===== config.mk =====
export PLATFORM = sky130hd
export DESIGN_NAME = wpn_swing_ctl
export DESIGN_NICKNAME = d
export VERILOG_FILES = /design/src/rtl/vga_pkg.sv /design/src/rtl/wpn_pkg.sv /design/src/rtl/wpn_pos_calc.sv /design/src/rtl/wpn_swing_ctl.sv
export SDC_FILE = /design/constraint.sdc
export NUM_CORES = 1
export LEC_CHECK = 0
export ABC_AREA = 1
export BUFFER_PORTS_ARGS = -buffer_cell sky130_fd_sc_hd__buf_4
export CAP_MARGIN = 20
export CORE_ASPECT_RATIO = 1.25
export CORE_UTILIZATION = 60
export CTS_CLUSTER_SIZE = 16
export DETAILED_ROUTE_END_ITERATION = 12
export MAX_ROUTING_LAYER = met4
export PLACE_DENSITY = 0.86
export SLEW_MARGIN = 20
export SYNTH_ARGS = -nofsm -noshare
export SYNTH_HDL_FRONTEND = slang
export SYNTH_SLANG_ARGS = --single-unit

===== constraint.sdc =====
create_clock -name clk -period 10.1 [get_ports clk]
set_clock_uncertainty 0.2 [all_clocks]
set_input_delay 1.01 -clock clk [delete_from_list [all_inputs] [get_ports clk]]
set_output_delay 1.01 -clock clk [all_outputs]
set_load 0.02 [all_outputs]

===== src/rtl/vga_pkg.sv =====
// Video timing constants shared by the sprite pipeline.
//   HOR_PIXELS : visible pixels per line
//   VER_PIXELS : visible lines per frame
package vga_pkg;
  localparam int HOR_PIXELS = 640;
  localparam int VER_PIXELS = 480;
endpackage


===== src/rtl/wpn_pkg.sv =====
// Shared types and constants for the melee weapon swing sequencer.
//   wpn_state_t   : sequencer state encoding (also exported on dbg_state)
//   DEF_*_FRAMES  : default frame counts for each timed state
//   clamp_coord() : clamps a signed intermediate into [0, hi]
package wpn_pkg;
  import vga_pkg::*;

  typedef enum logic [2:0] {
    ST_IDLE     = 3'd0,
    ST_WINDUP   = 3'd1,
    ST_SWING    = 3'd2,
    ST_RECOVER  = 3'd3,
    ST_COOLDOWN = 3'd4
  } wpn_state_t;

  localparam int DEF_WINDUP_FRAMES   = 4;
  localparam int DEF_SWING_FRAMES    = 8;
  localparam int DEF_RECOVER_FRAMES  = 4;
  localparam int DEF_COOLDOWN_FRAMES = 20;

  localparam int POS_W  = 12;
  localparam int FCNT_W = 8;
  localparam int LUNGE_W = 8;
  // Two bits of headroom over the 12-bit position so that a full-range
  // char coordinate plus/minus the reach never wraps before clamping.
  localparam int CALC_W = POS_W + 2;

  localparam int X_MAX = HOR_PIXELS - 1;
  localparam int Y_MAX = VER_PIXELS - 1;

  function automatic logic [POS_W-1:0] clamp_coord(
    input logic signed [CALC_W-1:0] v,
    input int                        hi
  );
    logic signed [CALC_W-1:0] hi_s;
    hi_s = signed'(CALC_W'(hi));
    if (v[CALC_W-1])   return '0;
    else if (v > hi_s) return POS_W'(hi);
    else               return v[POS_W-1:0];
  endfunction
endpackage


===== src/rtl/wpn_pos_calc.sv =====
// Combinational weapon position: hand offset plus lunge, mirrored by flip,
// then clamped to the visible screen.
//   char_x/char_y : character centre
//   flip          : 1 = weapon on the left of the character
//   lunge         : extra horizontal reach in px
//   pos_x/pos_y   : clamped weapon centre
module wpn_pos_calc
  import wpn_pkg::*;
#(
  parameter int HAND_OFS_X = 16,
  parameter int HAND_OFS_Y = 8
) (
  input  logic [POS_W-1:0]   char_x,
  input  logic [POS_W-1:0]   char_y,
  input  logic               flip,
  input  logic [LUNGE_W-1:0] lunge,
  output logic [POS_W-1:0]   pos_x,
  output logic [POS_W-1:0]   pos_y
);
  logic signed [CALC_W-1:0] cx_s;
  logic signed [CALC_W-1:0] cy_s;
  logic signed [CALC_W-1:0] reach;
  logic signed [CALC_W-1:0] x_raw;
  logic signed [CALC_W-1:0] y_raw;

  always_comb begin
    cx_s  = signed'({2'b00, char_x});
    cy_s  = signed'({2'b00, char_y});
    reach = signed'(CALC_W'(HAND_OFS_X)) + signed'({{(CALC_W-LUNGE_W){1'b0}}, lunge});
    x_raw = flip ? (cx_s - reach) : (cx_s + reach);
    // Screen y grows downward, so "up" from the centre is a subtraction.
    y_raw = cy_s - signed'(CALC_W'(HAND_OFS_Y));
    pos_x = clamp_coord(x_raw, X_MAX);
    pos_y = clamp_coord(y_raw, Y_MAX);
  end
endmodule


===== src/rtl/wpn_swing_ctl.sv =====
// Melee weapon swing sequencer: IDLE -> WINDUP -> SWING -> RECOVER ->
// COOLDOWN, each timed state lasting a fixed number of frame_ticks.
//   clk, rst_n     : clock, synchronous active-low reset
//   frame_tick     : one-cycle pulse per video frame
//   game_active    : 0 aborts to IDLE and holds there
//   attack_req     : attack button level
//   char_x/y, char_dir : character centre and facing (1 = left)
//   wpn_x/y, wpn_flip, wpn_en : weapon draw-stage controls
//   hit_active     : high during SWING
//   busy           : state is not IDLE
//   swing_done     : one-cycle pulse on RECOVER -> COOLDOWN
//   dbg_state      : current sequencer state
// Handshake: there is none; attack_req is a level sampled only on
// frame_tick while IDLE (or on the COOLDOWN exit tick), otherwise ignored.
// All outputs are registered from next-state values, so a transition on a
// frame_tick edge is visible on the outputs at that same edge.
module wpn_swing_ctl
  import wpn_pkg::*;
#(
  parameter int WINDUP_FRAMES   = DEF_WINDUP_FRAMES,
  parameter int SWING_FRAMES    = DEF_SWING_FRAMES,
  parameter int RECOVER_FRAMES  = DEF_RECOVER_FRAMES,
  parameter int COOLDOWN_FRAMES = DEF_COOLDOWN_FRAMES,
  parameter int HAND_OFS_X      = 16,
  parameter int HAND_OFS_Y      = 8,
  parameter int LUNGE_STEP      = 2
) (
  input  logic             clk,
  input  logic             rst_n,
  input  logic             frame_tick,
  input  logic             game_active,
  input  logic             attack_req,
  input  logic [POS_W-1:0] char_x,
  input  logic [POS_W-1:0] char_y,
  input  logic             char_dir,
  output logic [POS_W-1:0] wpn_x,
  output logic [POS_W-1:0] wpn_y,
  output logic             wpn_flip,
  output logic             wpn_en,
  output logic             hit_active,
  output logic             busy,
  output logic             swing_done,
  output wpn_state_t       dbg_state
);
  wpn_state_t          state, state_n;
  logic [FCNT_W-1:0]   fcnt, fcnt_n, fcnt_last;
  logic                flip, flip_n;
  logic [LUNGE_W-1:0]  lunge_n;
  logic [POS_W-1:0]    pos_x, pos_y;

  // Last fcnt value of the current timed state.
  always_comb begin
    fcnt_last = '0;
    case (state)
      ST_WINDUP:   fcnt_last = FCNT_W'(WINDUP_FRAMES - 1);
      ST_SWING:    fcnt_last = FCNT_W'(SWING_FRAMES - 1);
      ST_RECOVER:  fcnt_last = FCNT_W'(RECOVER_FRAMES - 1);
      ST_COOLDOWN: fcnt_last = FCNT_W'(COOLDOWN_FRAMES - 1);
      default:     fcnt_last = '0;
    endcase
  end

  always_comb begin
    state_n = state;
    fcnt_n  = fcnt;
    flip_n  = flip;
    if (!game_active) begin
      // Abort beats any coincident frame_tick.
      state_n = ST_IDLE;
      fcnt_n  = '0;
      flip_n  = 1'b0;
    end else if (state == ST_IDLE) begin
      if (frame_tick && attack_req) begin
        state_n = ST_WINDUP;
        fcnt_n  = '0;
        flip_n  = char_dir;
      end
    end else if (frame_tick) begin
      if (fcnt == fcnt_last) begin
        fcnt_n = '0;
        case (state)
          ST_WINDUP:  state_n = ST_SWING;
          ST_SWING:   state_n = ST_RECOVER;
          ST_RECOVER: state_n = ST_COOLDOWN;
          default: begin
            // COOLDOWN exit: a still-held button restarts straight away,
            // giving a repeat period of exactly the sum of the four states.
            if (attack_req) begin
              state_n = ST_WINDUP;
              flip_n  = char_dir;
            end else begin
              state_n = ST_IDLE;
            end
          end
        endcase
      end else begin
        fcnt_n = fcnt + 1'b1;
      end
    end
  end

  always_comb begin
    lunge_n = '0;
    if (state_n == ST_SWING) lunge_n = LUNGE_W'(LUNGE_STEP) * LUNGE_W'(fcnt_n);
  end

  wpn_pos_calc #(
    .HAND_OFS_X (HAND_OFS_X),
    .HAND_OFS_Y (HAND_OFS_Y)
  ) u_pos (
    .char_x (char_x),
    .char_y (char_y),
    .flip   (flip_n),
    .lunge  (lunge_n),
    .pos_x  (pos_x),
    .pos_y  (pos_y)
  );

  always_ff @(posedge clk) begin
    if (!rst_n) begin
      state      <= ST_IDLE;
      fcnt       <= '0;
      flip       <= 1'b0;
      wpn_x      <= '0;
      wpn_y      <= '0;
      wpn_flip   <= 1'b0;
      wpn_en     <= 1'b0;
      hit_active <= 1'b0;
      busy       <= 1'b0;
      swing_done <= 1'b0;
    end else begin
      state      <= state_n;
      fcnt       <= fcnt_n;
      flip       <= flip_n;
      // Positions track the character every cycle while a swing is live.
      wpn_x      <= (state_n == ST_IDLE) ? '0 : pos_x;
      wpn_y      <= (state_n == ST_IDLE) ? '0 : pos_y;
      wpn_flip   <= (state_n == ST_IDLE) ? 1'b0 : flip_n;
      wpn_en     <= (state_n == ST_WINDUP) || (state_n == ST_SWING) ||
                    (state_n == ST_RECOVER);
      hit_active <= (state_n == ST_SWING);
      busy       <= (state_n != ST_IDLE);
      swing_done <= (state == ST_RECOVER) && (state_n == ST_COOLDOWN);
    end
  end

  assign dbg_state = state;
endmodule


Yosys cells after proc, flatten, opt, wreduce, memory -nomap -nowiden
Cells that the tools add are included.
{"block": "word_totals", "in_bits": 30, "reg_bits": 41}
{"block": "op_classes", "n_mux": 24, "eq_ne": 10, "reduce_logical": 17, "n_bitwise": 1, "n_lt_le_gt_ge": 2, "add_sub_neg": 5}
{"op": "$mux W8", "n": 5}
{"op": "$mux W3", "n": 5}
{"op": "$pmux W5 S3", "n": 1}
{"op": "$add A13 B14 Y14", "n": 1}
{"op": "$gt A14 B11 Y1 const B", "n": 1}
{"op": "$mux W14", "n": 1}
{"op": "$sub A13 B14 Y14", "n": 1}
{"op": "$gt A13 B10 Y1 const B", "n": 1}
{"op": "$sub A12 B4 Y13 const B", "n": 1}
{"op": "$eq A3 B2 Y1 const B", "n": 4}
{"op": "$mux W10", "n": 1}
{"op": "$add A5 B8 Y9 const A", "n": 1}
{"op": "$mux W9", "n": 1}
{"op": "$pmux W3 S3", "n": 1}
{"op": "$reduce_or A3 Y1", "n": 3}
{"op": "$add A8 B1 Y8 const B", "n": 1}
{"op": "$eq A8 B8 Y1", "n": 1}
{"op": "$mux W1", "n": 8}
{"op": "$reduce_or A4 Y1", "n": 2}
{"op": "$mux W7", "n": 1}
{"op": "$eq A3 B1 Y1 const B", "n": 2}
{"op": "$eq A3 B3 Y1 const B", "n": 2}
{"op": "$logic_not A3 Y1", "n": 2}
{"op": "$reduce_and A2 Y1", "n": 2}
{"op": "other kinds (7)", "n": 10}

Longest topological paths before layout
Gate-level depths: netlist of run 1.
{"block": "logic_depth", "word_depth": 15, "ltp_mapped": 36}

By module
Synthesis of run 1 repeated with hierarchy kept, for this count alone.
{"block": "hier_totals", "hier_cells": 547, "area_unflattened_um2": 3553.4}
{"mod": "wpn_swing_ctl", "instances": 1, "seq_area_each_um2": 820.8, "area_each_um2": 1928.1, "cells_per_inst": 238}
{"mod": "wpn_pos_calc", "instances": 1, "seq_area_each_um2": 0.0, "area_each_um2": 1625.3, "cells_per_inst": 309}

Worst setup path after synthesis of run 1
No wires, ideal clock.
{"block": "synth_path", "kind": "in2reg", "start": "input frame_tick", "end": "register wpn_x[0]", "setup_time_ns": 0.113, "required_time_ns": 9.787, "path_stages": 28, "path_slack_ns": 5.640, "arrival_time_ns": 4.147, "path_cell_list": "inv_1 > nor2_8 > nand2_1 > a21oi_1 > o21ai_2 > nor2_2 > inv_2 > nor2_1 > ha_1 > xor2_1 > inv_2 > ha_1 > clkbuf_1 > nand2_1 > inv_1 > nand3_1 > nand3_1 > nand2_1 > nand2_1 > a21oi_1 > nor2_1 > nor2_1 > o21ai_1 > nand2_1 > nor2_4 > nand2_4 > o21ai_1 > inv_1"}
{"block": "synth_between", "elab_chain_len": 11, "elab_cells_between_ends": 23, "cone_classes": "add/sub (3); order compare (1); eq/ne (1); mux (15); reduce/logical (3)"}
{"element": "start: declaration", "line": "wpn_swing_ctl.sv:30", "text": "input logic frame_tick,"}
{"element": "$logic_and A1 B1 Y1", "line": "wpn_swing_ctl.sv:73", "text": "if (frame_tick && attack_req) begin"}
{"element": "$mux W3", "line": "wpn_swing_ctl.sv:73"}
{"element": "$mux W3", "line": "wpn_swing_ctl.sv:72", "text": "end else if (state == ST_IDLE) begin"}
{"element": "$mux W3", "line": "wpn_swing_ctl.sv:67", "text": "if (!game_active) begin"}
{"element": "$eq A3 B2 Y1", "line": "wpn_swing_ctl.sv:104", "text": "if (state_n == ST_SWING) lunge_n = LUNGE_W'(LUNGE_STEP) * LUNGE_W'(fcnt_n);"}
{"element": "$mux W8", "line": "wpn_swing_ctl.sv:104"}
{"element": "$add A5 B8 Y9", "line": "wpn_pos_calc.sv:29", "text": "reach = signed'(CALC_W'(HAND_OFS_X)) + signed'({{(CALC_W-LUNGE_W){1'b0}}, lunge});"}
{"element": "$add A13 B14 Y14 / $sub A13 B14 Y14 (equally long branches)", "line": "wpn_pos_calc.sv:30", "text": "x_raw = flip ? (cx_s - reach) : (cx_s + reach);"}
{"element": "$mux W14", "line": "wpn_pos_calc.sv:30"}
{"element": "$gt A14 B11 Y1", "line": "wpn_pkg.sv:38", "text": "else if (v > hi_s) return POS_W'(hi);"}
{"element": "$mux W10", "line": "wpn_pkg.sv:38"}
{"element": "end signal: assignment", "line": "wpn_swing_ctl.sv:136", "text": "wpn_x <= (state_n == ST_IDLE) ? '0 : pos_x;"}
{"element": "end: declaration", "line": "wpn_swing_ctl.sv:36", "text": "output logic [POS_W-1:0] wpn_x,"}
Several ways; a longest one is shown, not always the timed one. The select of a mux whose other input is x is not followed.
A chain may end at the register's enable or synchronous reset.

Final worst setup path of run 1
{"block": "layout_path", "start": "register state[2], in the netlist dbg_state[2]", "end": "register wpn_x[0]"}
{"block": "layout_between", "elab_chain_len": 15, "elab_cells_between_ends": 34, "cone_classes": "add/sub (3); order compare (1); eq/ne (6); mux (19); reduce/logical (5)"}
{"element": "start: declaration", "line": "wpn_swing_ctl.sv:45", "text": "wpn_state_t state, state_n;"}
{"element": "start signal: assignment", "line": "wpn_swing_ctl.sv:132", "text": "state <= state_n;"}
{"element": "$eq A3 B2 Y1 / $eq A3 B1 Y1 (equally long branches)", "line": "wpn_swing_ctl.sv:54, wpn_swing_ctl.sv:81"}
{"element": "$reduce_or A2 Y1 (no line)"}
{"element": "$pmux W5 S3", "line": "wpn_swing_ctl.sv:54", "text": "case (state)"}
{"element": "$eq A8 B8 Y1", "line": "wpn_swing_ctl.sv:79", "text": "if (fcnt == fcnt_last) begin"}
{"element": "$mux W3", "line": "wpn_swing_ctl.sv:79"}
{"element": "$mux W3", "line": "wpn_swing_ctl.sv:78", "text": "end else if (frame_tick) begin"}
{"element": "$mux W3", "line": "wpn_swing_ctl.sv:72"}
{"element": "$mux W3", "line": "wpn_swing_ctl.sv:67"}
{"element": "$eq A3 B2 Y1", "line": "wpn_swing_ctl.sv:104"}
{"element": "$mux W8", "line": "wpn_swing_ctl.sv:104"}
{"element": "$add A5 B8 Y9", "line": "wpn_pos_calc.sv:29"}
{"element": "$add A13 B14 Y14 / $sub A13 B14 Y14 (equally long branches)", "line": "wpn_pos_calc.sv:30"}
{"element": "$mux W14", "line": "wpn_pos_calc.sv:30"}
{"element": "$gt A14 B11 Y1", "line": "wpn_pkg.sv:38"}
{"element": "$mux W10", "line": "wpn_pkg.sv:38"}
Several ways; a longest one is shown, not always the timed one. The select of a mux whose other input is x is not followed.

==> results.rst, run 1 <==
.. list-table::
   :header-rows: 1

   * - Metric
     - Value
   * - Met3 track utilization from global routing
     - 4.03%
   * - Crit share post-route
     - 47.8%
   * - Number of flops mapped to enable cells by yosys
     - 0
   * - Met2 Resource Use GR
     - 56.2%
   * - Largest net degree at the start of global routing
     - 19
   * - Sinks on the clock net
     - 41
   * - Simple-gate share of the synthesized area
     - 34.2%
   * - Summed area of non-filler cells in the final layout
     - 3660 sq um
   * - Total routed wirelength
     - 7480 um
   * - Row cnt
     - 28
   * - Average size of a mapped cell
     - 6.95 sq um
   * - Register clock-pin slew on the reported worst setup and hold paths
     - 80 ps
   * - Biggest area consumer among synthesized cells
     - dfxtp_1
   * - RSZ-0062 raised after global routing
     - no
   * - Post-synthesis instance area
     - 3030 sq um
   * - Flip-flop and latch count after synthesis
     - 41
   * - Portion of synthesized cell area occupied by the leading cell type
     - 27.1%
   * - Share of flip-flops with an asynchronous set or reset after synthesis
     - 0%
   * - Via count of the first global-routing pass
     - 2,928
   * - Met1 routing resource usage after global routing
     - 31.0%
   * - Skew-Pair Late Insertion Delay
     - 290 ps
   * - Cell repeated most along the worst path
     - nand2_1
   * - Startpoint class of the critical path
     - flip-flop
   * - Dominant cell by count in the synthesized netlist
     - nand2_1
   * - Register area share after synthesis
     - 27.1%
   * - Effective utilization at floorplan
     - 63.2%
   * - GPL Wtd Cong
     - 0.918
   * - Number of detailed-routing iterations run before antenna repair
     - 6
   * - Endpoint type of the worst setup path
     - flip-flop
   * - Vias after detailed routing
     - 3,043
   * - Compound-Gate Fraction of Synth Area
     - 13.8%
   * - Initial antenna violation count
     - 0
   * - Number of buffers added by the clock tree synthesis step
     - 5
   * - Dominant combinational cell family by area after synthesis
     - simple AND/OR/NAND/NOR gates
   * - Hold buffer count at cts
     - 0
   * - Die H
     - 81.5 um
   * - Final min period
     - 4830 ps
   * - Clock tree from TritonCTS
     - yes
   * - Total overflow reported by the global router
     - 0
   * - Slew Limit Fails
     - 0
   * - Adder and majority cell fraction of the synthesized area
     - 9.99%
   * - Slowest cell on crit path
     - dfxtp_1
   * - Worst setup path class
     - flip-flop to flip-flop
   * - Max-cap violations
     - 0
   * - Synthesized instance count
     - 436
   * - DIE AREA
     - 5340 sq um
   * - Required time of the worst setup path
     - 10,090 ps
   * - PostCTS Resize Cnt
     - 0
   * - Hold Crit Start
     - fcnt[7]
   * - Worst stage delay on the critical path
     - 470 ps
   * - Diode count
     - 0
   * - DP HPWL
     - 6010 um
   * - Outcome
     - completed
   * - Net count of the finished layout
     - 553
   * - DR WL/cell
     - 13.3 um
   * - Number of distinct library cells after synthesis
     - 46
   * - Antenna viol nets, final
     - 0
   * - Final-report hold violation count
     - 0
   * - Area of the core region
     - 4800 sq um
   * - Buffer type at the clock tree root
     - clkbuf_8
   * - Cell depth of the worst hold path
     - 2
   * - Drt drc
     - 0
   * - Leakage power summed over all cells
     - 1.80 nW
   * - Dominant synthesized flop cell
     - dfxtp_1
   * - Worst Hold Class
     - flip-flop to flip-flop
   * - Global routing's busiest layer
     - met2
   * - Critical R2R Capture
     - wpn_x[0]
   * - Post-placement cell area
     - 3540 sq um
   * - Synthesized-area fraction occupied by xor and xnor cells
     - 5.49%
   * - Aggregate negative setup slack
     - 0 ps
   * - Number of failing setup endpoints in the final timing report
     - 0
   * - Overall global routing resource usage
     - 30.2%
   * - Longest Clk Path Bufs
     - 2
   * - Worst path arrival time
     - 4820 ps
   * - Critical path peak fanout
     - 10
   * - Launching point of the worst reg2reg path
     - dbg_state[2]
   * - Global-route wire length before repair
     - 12,200 um
   * - Power per standard cell area
     - 117 nW/um^2
   * - Mux share of post-synthesis cell area
     - 0.330%
   * - Die boundary width
     - 65.6 um
   * - Reg-to-reg slack, setup
     - 5270 ps
   * - Port bufs
     - 61
   * - Top post-synthesis cells by area
     - dfxtp_1 (27%), nand2_1 (10%), ha_1 (8.7%)
   * - Endpoint with the worst hold slack
     - fcnt[7]
   * - Htree depth
     - 2
   * - Num ports
     - 62
   * - Maximum VDD drop
     - 0.0000622 V
   * - Fraction of final layout cells with drive strength greater than 1
     - 22.8%
   * - Top post-synthesis cells by count
     - nand2_1 (84), inv_1 (50), nor2_1 (50), dfxtp_1 (41), nand3_1 (28)
   * - Via-per-instance ratio
     - 5.42
   * - Number of post-CTS setup repair buffers
     - 0
   * - Yosys warning total
     - 0
   * - Detailed Route Iter0 Violations
     - 262
   * - Area added between synthesis and finish
     - 20.7%
   * - Worst Reg2Reg Path Length in Cells
     - 32
   * - Highest clock frequency the design can meet
     - 207 MHz
-- worst max-delay path: cells and delay by family, from the launching register on --
kind            cells  cell delay, ps
simple gates       19            1960
compound gates      5             880
fa+ha+maj           2             630
flops               1             470
buf+inv             5             360
xor+xnor            1             250
-- layout by cell type, fill, tap and decap left out, types with 9 or more instances in the layout --
cell type / n
nor2_1: 50
xor2_1: 16
ha_1: 21
o21ai_0: 13
dfxtp_1: 41
nand2_1: 84
a21oi_1: 23
buf_4: 61
nand3_1: 28
nor3_1: 13
o21ai_1: 9
inv_1: 50
-- sequential cells by signal, indices dropped and copies added (netlist names) --
signal	flops
fcnt	8
flip	1
wpn_y	12
hit_active	1
swing_done	1
dbg_state	3
wpn_flip	1
wpn_x	12
wpn_en	1
busy	1
-- report_power, final --
| group | switching [W] | total (W) | internal [W] |
|---|---|---|---|
| Combinational | 0.0000729 | 0.000116 | 0.0000427 |
| Sequential | 0.00000397 | 0.000174 | 0.000170 |
| Clock | 0.0000568 | 0.000137 | 0.0000803 |
-- worst max-delay path by stage --
stage,startpoint,depth (start not counted),end,slack [ps]
finish,dbg_state[2],32,wpn_x[0],5270
global route,dbg_state[2],34,wpn_x[0],4830
CTS,dbg_state[2],32,wpn_x[0],5290
detailed placement,frame_tick,27,wpn_x[0],5070
global placement,frame_tick,27,wpn_x[0],5180
floorplan,frame_tick,28,wpn_x[0],5640
-- layout make-up --
| cell class | instances | area, sq um |
|---|---|---|
| sequential | 41 | 821 |
| timing repair buffer | 61 | 458 |
| tap | 60 | 75.1 |
| clock inverter | 2 | 37.5 |
| fill | 382 | 1140 |
| inverter | 61 | 231 |
| multi-input combinational | 330 | 1950 |
| clock buffer | 6 | 82.6 |
-- logic make-up (layout without fill, tap and decap cells) --
logic type | after synthesis | after routing
flip-flops | 41 | 41
other | 1 | 5
adder cells (fa/ha/maj) | 23 | 23
buffers and inverters | 69 | 130
multiplexers | 1 | 1
AO/OA/AOI/OAI | 68 | 68
XOR/XNOR | 19 | 19
AND/OR/NAND/NOR | 214 | 214
-- metal layers --
| metal | vias up | share of wire, % |
|---|---|---|
| li1 | 1527 | - |
| met2 | 104 | 53 |
| met4 | 0 | 3.4 |
| met3 | 22 | 4.3 |
| met1 | 1390 | 39 |
| met5 | - | 0 |
-- through the flow --
stage	setup WS, ps	hold WS, ps	utilization (%)	cells	total power [W]
finish	5270	322	76.2	561	0.000426
global route	4830	347	76.2	561	0.000447
CTS	5290	322	76.2	561	0.000426
detailed placement	5070	311	73.7	553	0.000292
global placement	5180	299	73.7	553	0.000289
floorplan	5640	275	-	440	0.000254
No activity file was read; power rests on OpenSTA's default activity.
==> run 2: changes to the inputs <==
--- a/config.mk
+++ b/config.mk
@@ -9,11 +9,11 @@
 export BUFFER_PORTS_ARGS = -buffer_cell sky130_fd_sc_hd__buf_4
 export CAP_MARGIN = 20
 export CORE_ASPECT_RATIO = 1.25
-export CORE_UTILIZATION = 60
+export CORE_UTILIZATION = 56
 export CTS_CLUSTER_SIZE = 16
 export DETAILED_ROUTE_END_ITERATION = 12
 export MAX_ROUTING_LAYER = met4
-export PLACE_DENSITY = 0.86
+export PLACE_DENSITY = 0.81
 export SLEW_MARGIN = 20
 export SYNTH_ARGS = -nofsm -noshare
 export SYNTH_HDL_FRONTEND = slang
==> constraint.sdc (replaced) <==
create_clock -name clk -period 4.95 [get_ports clk]
set_clock_uncertainty 0.2 [all_clocks]
set_input_delay 0.495 -clock clk [delete_from_list [all_inputs] [get_ports clk]]
set_output_delay 0.495 -clock clk [all_outputs]
set_load 0.02 [all_outputs]
==> run 2 against run 1 <==
  * Sequential power is 100% higher
  * Critical endpoint is now wpn_x[9]
  * Die area up 6.9%
  * Utilization is 4.5 points lower
  * Largest power group unchanged
  * Sequential cell count did not move
  * Final cell count rose by 0.71%
  * Maximum frequency up 2.9%
  * Via count grew 1.3%
  * Highest routed layer unchanged
==> results.rst, run 2 (synthesized netlist as in run 1, its figures left out) <==
.. list-table::
   :header-rows: 1

   * - Metric
     - Value
   * - Clock tree from TritonCTS
     - yes
   * - Diode count
     - 0
   * - Overall global routing resource usage
     - 28.9%
   * - Cell depth of the worst hold path
     - 2
   * - Final min period
     - 4690 ps
   * - Required time of the worst setup path
     - 4930 ps
   * - First element of the critical path
     - dbg_state[0]
   * - Total overflow reported by the global router
     - 0
   * - Via count of the first global-routing pass
     - 2,773
   * - DIE AREA
     - 5710 sq um
   * - Slew Limit Fails
     - 0
   * - DP HPWL
     - 6160 um
   * - Relative slew slack
     - 64.3%
   * - Buffers and inverters on the worst path
     - 4
   * - Delay-heaviest family, CP
     - simple AND/OR/NAND/NOR gates
   * - Fraction of final layout cells with drive strength greater than 1
     - 24.9%
   * - GPL Wtd Cong
     - 0.984
   * - Reg-to-reg slack, setup
     - 260 ps
   * - Area of the core region
     - 5150 sq um
   * - Number of buffers added by the clock tree synthesis step
     - 5
   * - Endpoint with the worst hold slack
     - wpn_y[3]
   * - Detailed Route Iter0 Violations
     - 278
   * - Net count of the finished layout
     - 555
   * - PostCTS Resize Cnt
     - 0
   * - Highest clock frequency the design can meet
     - 213 MHz
   * - Power per standard cell area
     - 223 nW/um^2
   * - Worst stage delay on the critical path
     - 420 ps
   * - Drt drc
     - 0
   * - Number of failing setup endpoints in the final timing report
     - 0
   * - Outcome
     - completed
   * - DR WL/cell
     - 14.0 um
   * - Initial antenna violation count
     - 0
   * - Htree depth
     - 2
   * - Utilization of the core after routing
     - 71.7%
   * - Startpoint class of the critical path
     - flip-flop
   * - Final-report hold violation count
     - 0
   * - Critical path peak fanout
     - 10
   * - Skew-Pair Late Insertion Delay
     - 290 ps
   * - Critical R2R Capture
     - wpn_x[9]
   * - Row cnt
     - 29
   * - Worst Hold Class
     - primary input to flip-flop
   * - Die H
     - 84.3 um
   * - Global-route wire length before repair
     - 12,400 um
   * - Slowest cell on crit path
     - dfxtp_1
   * - Largest net degree at the start of global routing
     - 19
   * - Vias after detailed routing
     - 3,083
   * - Longest Clk Path Bufs
     - 2
   * - Buffer type at the clock tree root
     - clkbuf_8
   * - Registers with the highest flip-flop counts
     - wpn_x (12), wpn_y (12), fcnt (8)
   * - Leakage power summed over all cells
     - 1.81 nW
   * - Crit share post-route
     - 94.8%
   * - Num ports
     - 62
   * - Worst path arrival time
     - 4680 ps
   * - Endpoint type of the worst setup path
     - flip-flop
   * - Number of detailed-routing iterations run before antenna repair
     - 5
   * - Register clock-pin slew on the reported worst setup and hold paths
     - 80 ps
   * - Die boundary width
     - 67.8 um
   * - Top library cells by usage in the layout, fill and taps aside
     - nand2_1 (84), buf_4 (63), inv_1 (50)
   * - Area added between synthesis and finish
     - 21.8%
   * - Most common library cell in the layout ignoring fill and taps
     - nand2_1
   * - Launching point of the worst reg2reg path
     - dbg_state[0]
   * - Hold buffer count at cts
     - 0
   * - Worst setup path class
     - flip-flop to flip-flop
   * - Max-cap violations
     - 0
   * - Number of stages on the worst setup path
     - 29
   * - Number of post-CTS setup repair buffers
     - 0
   * - Port bufs
     - 61
   * - Maximum VDD drop
     - 0.000133 V
   * - Worst Reg2Reg Path Length in Cells
     - 29
   * - Sinks on the clock net
     - 41
   * - Antenna viol nets, final
     - 0
   * - Hold Crit Start
     - char_y[3]
   * - Cell repeated most along the worst path
     - nand2_1
   * - Via-per-instance ratio
     - 5.46
   * - Total routed wirelength
     - 7920 um
   * - Effective utilization at floorplan
     - 58.8%
   * - Actual transition at the worst max-transition pin
     - 532 ps
   * - Aggregate negative setup slack
     - 0 ps
[run 2: final cells by class]
class                           instances  area [sq um]
Timing Repair Buffer                   63           473
Clock buffer                            6          82.6
Inverter                               61           231
Clock inverter                          2          13.8
Sequential cell                        41           822
Fill cell                             436          1460
Tap cell                               62          77.6
Multi-Input combinational cell        330          1990
[run 2: worst max path at each step]
stage,slack (ps),endpoint
4_1_cts,110,wpn_x[9]
6_report,260,wpn_x[9]
3_3_place_gp,250,wpn_x[0]
5_1_grt,-20,wpn_x[4]
3_5_place_dp,150,wpn_x[9]
2_1_floorplan,600,wpn_x[0]
[run 2: routing by layer]
metal	vias up	global-route usage (%)	part of all wire, %	routed length (um)
met5	-	-	0	0
met4	0	16.5	4.6	364
met3	38	2.85	4.2	331
met2	113	48.6	52	4130
met1	1392	32.1	39	3090
li1	1540	-	-	-
[run 2: report_power, final]
part | switching (W) | internal, W | leakage (nW)
sequential | 0.00000804 | 0.000346 | 0.335
clock | 0.000115 | 0.000113 | 0.0512
combinational | 0.000151 | 0.0000901 | 1.43
[run 2: metrics by stage]
stage | instance area (sq um) | setup slack (ps) | hold WS, ps | power [W] | cells
6_report | 3690 | 256 | 207 | 0.000824 | 565
5_1_grt | 3690 | -22.5 | 196 | 0.000869 | 565
4_1_cts | 3650 | 107 | 195 | 0.000822 | 565
3_5_place_dp | 3560 | 155 | 304 | 0.000597 | 557
3_3_place_gp | 3560 | 253 | 290 | 0.000592 | 557
2_1_floorplan | 3050 | 598 | 275 | 0.000519 | 440
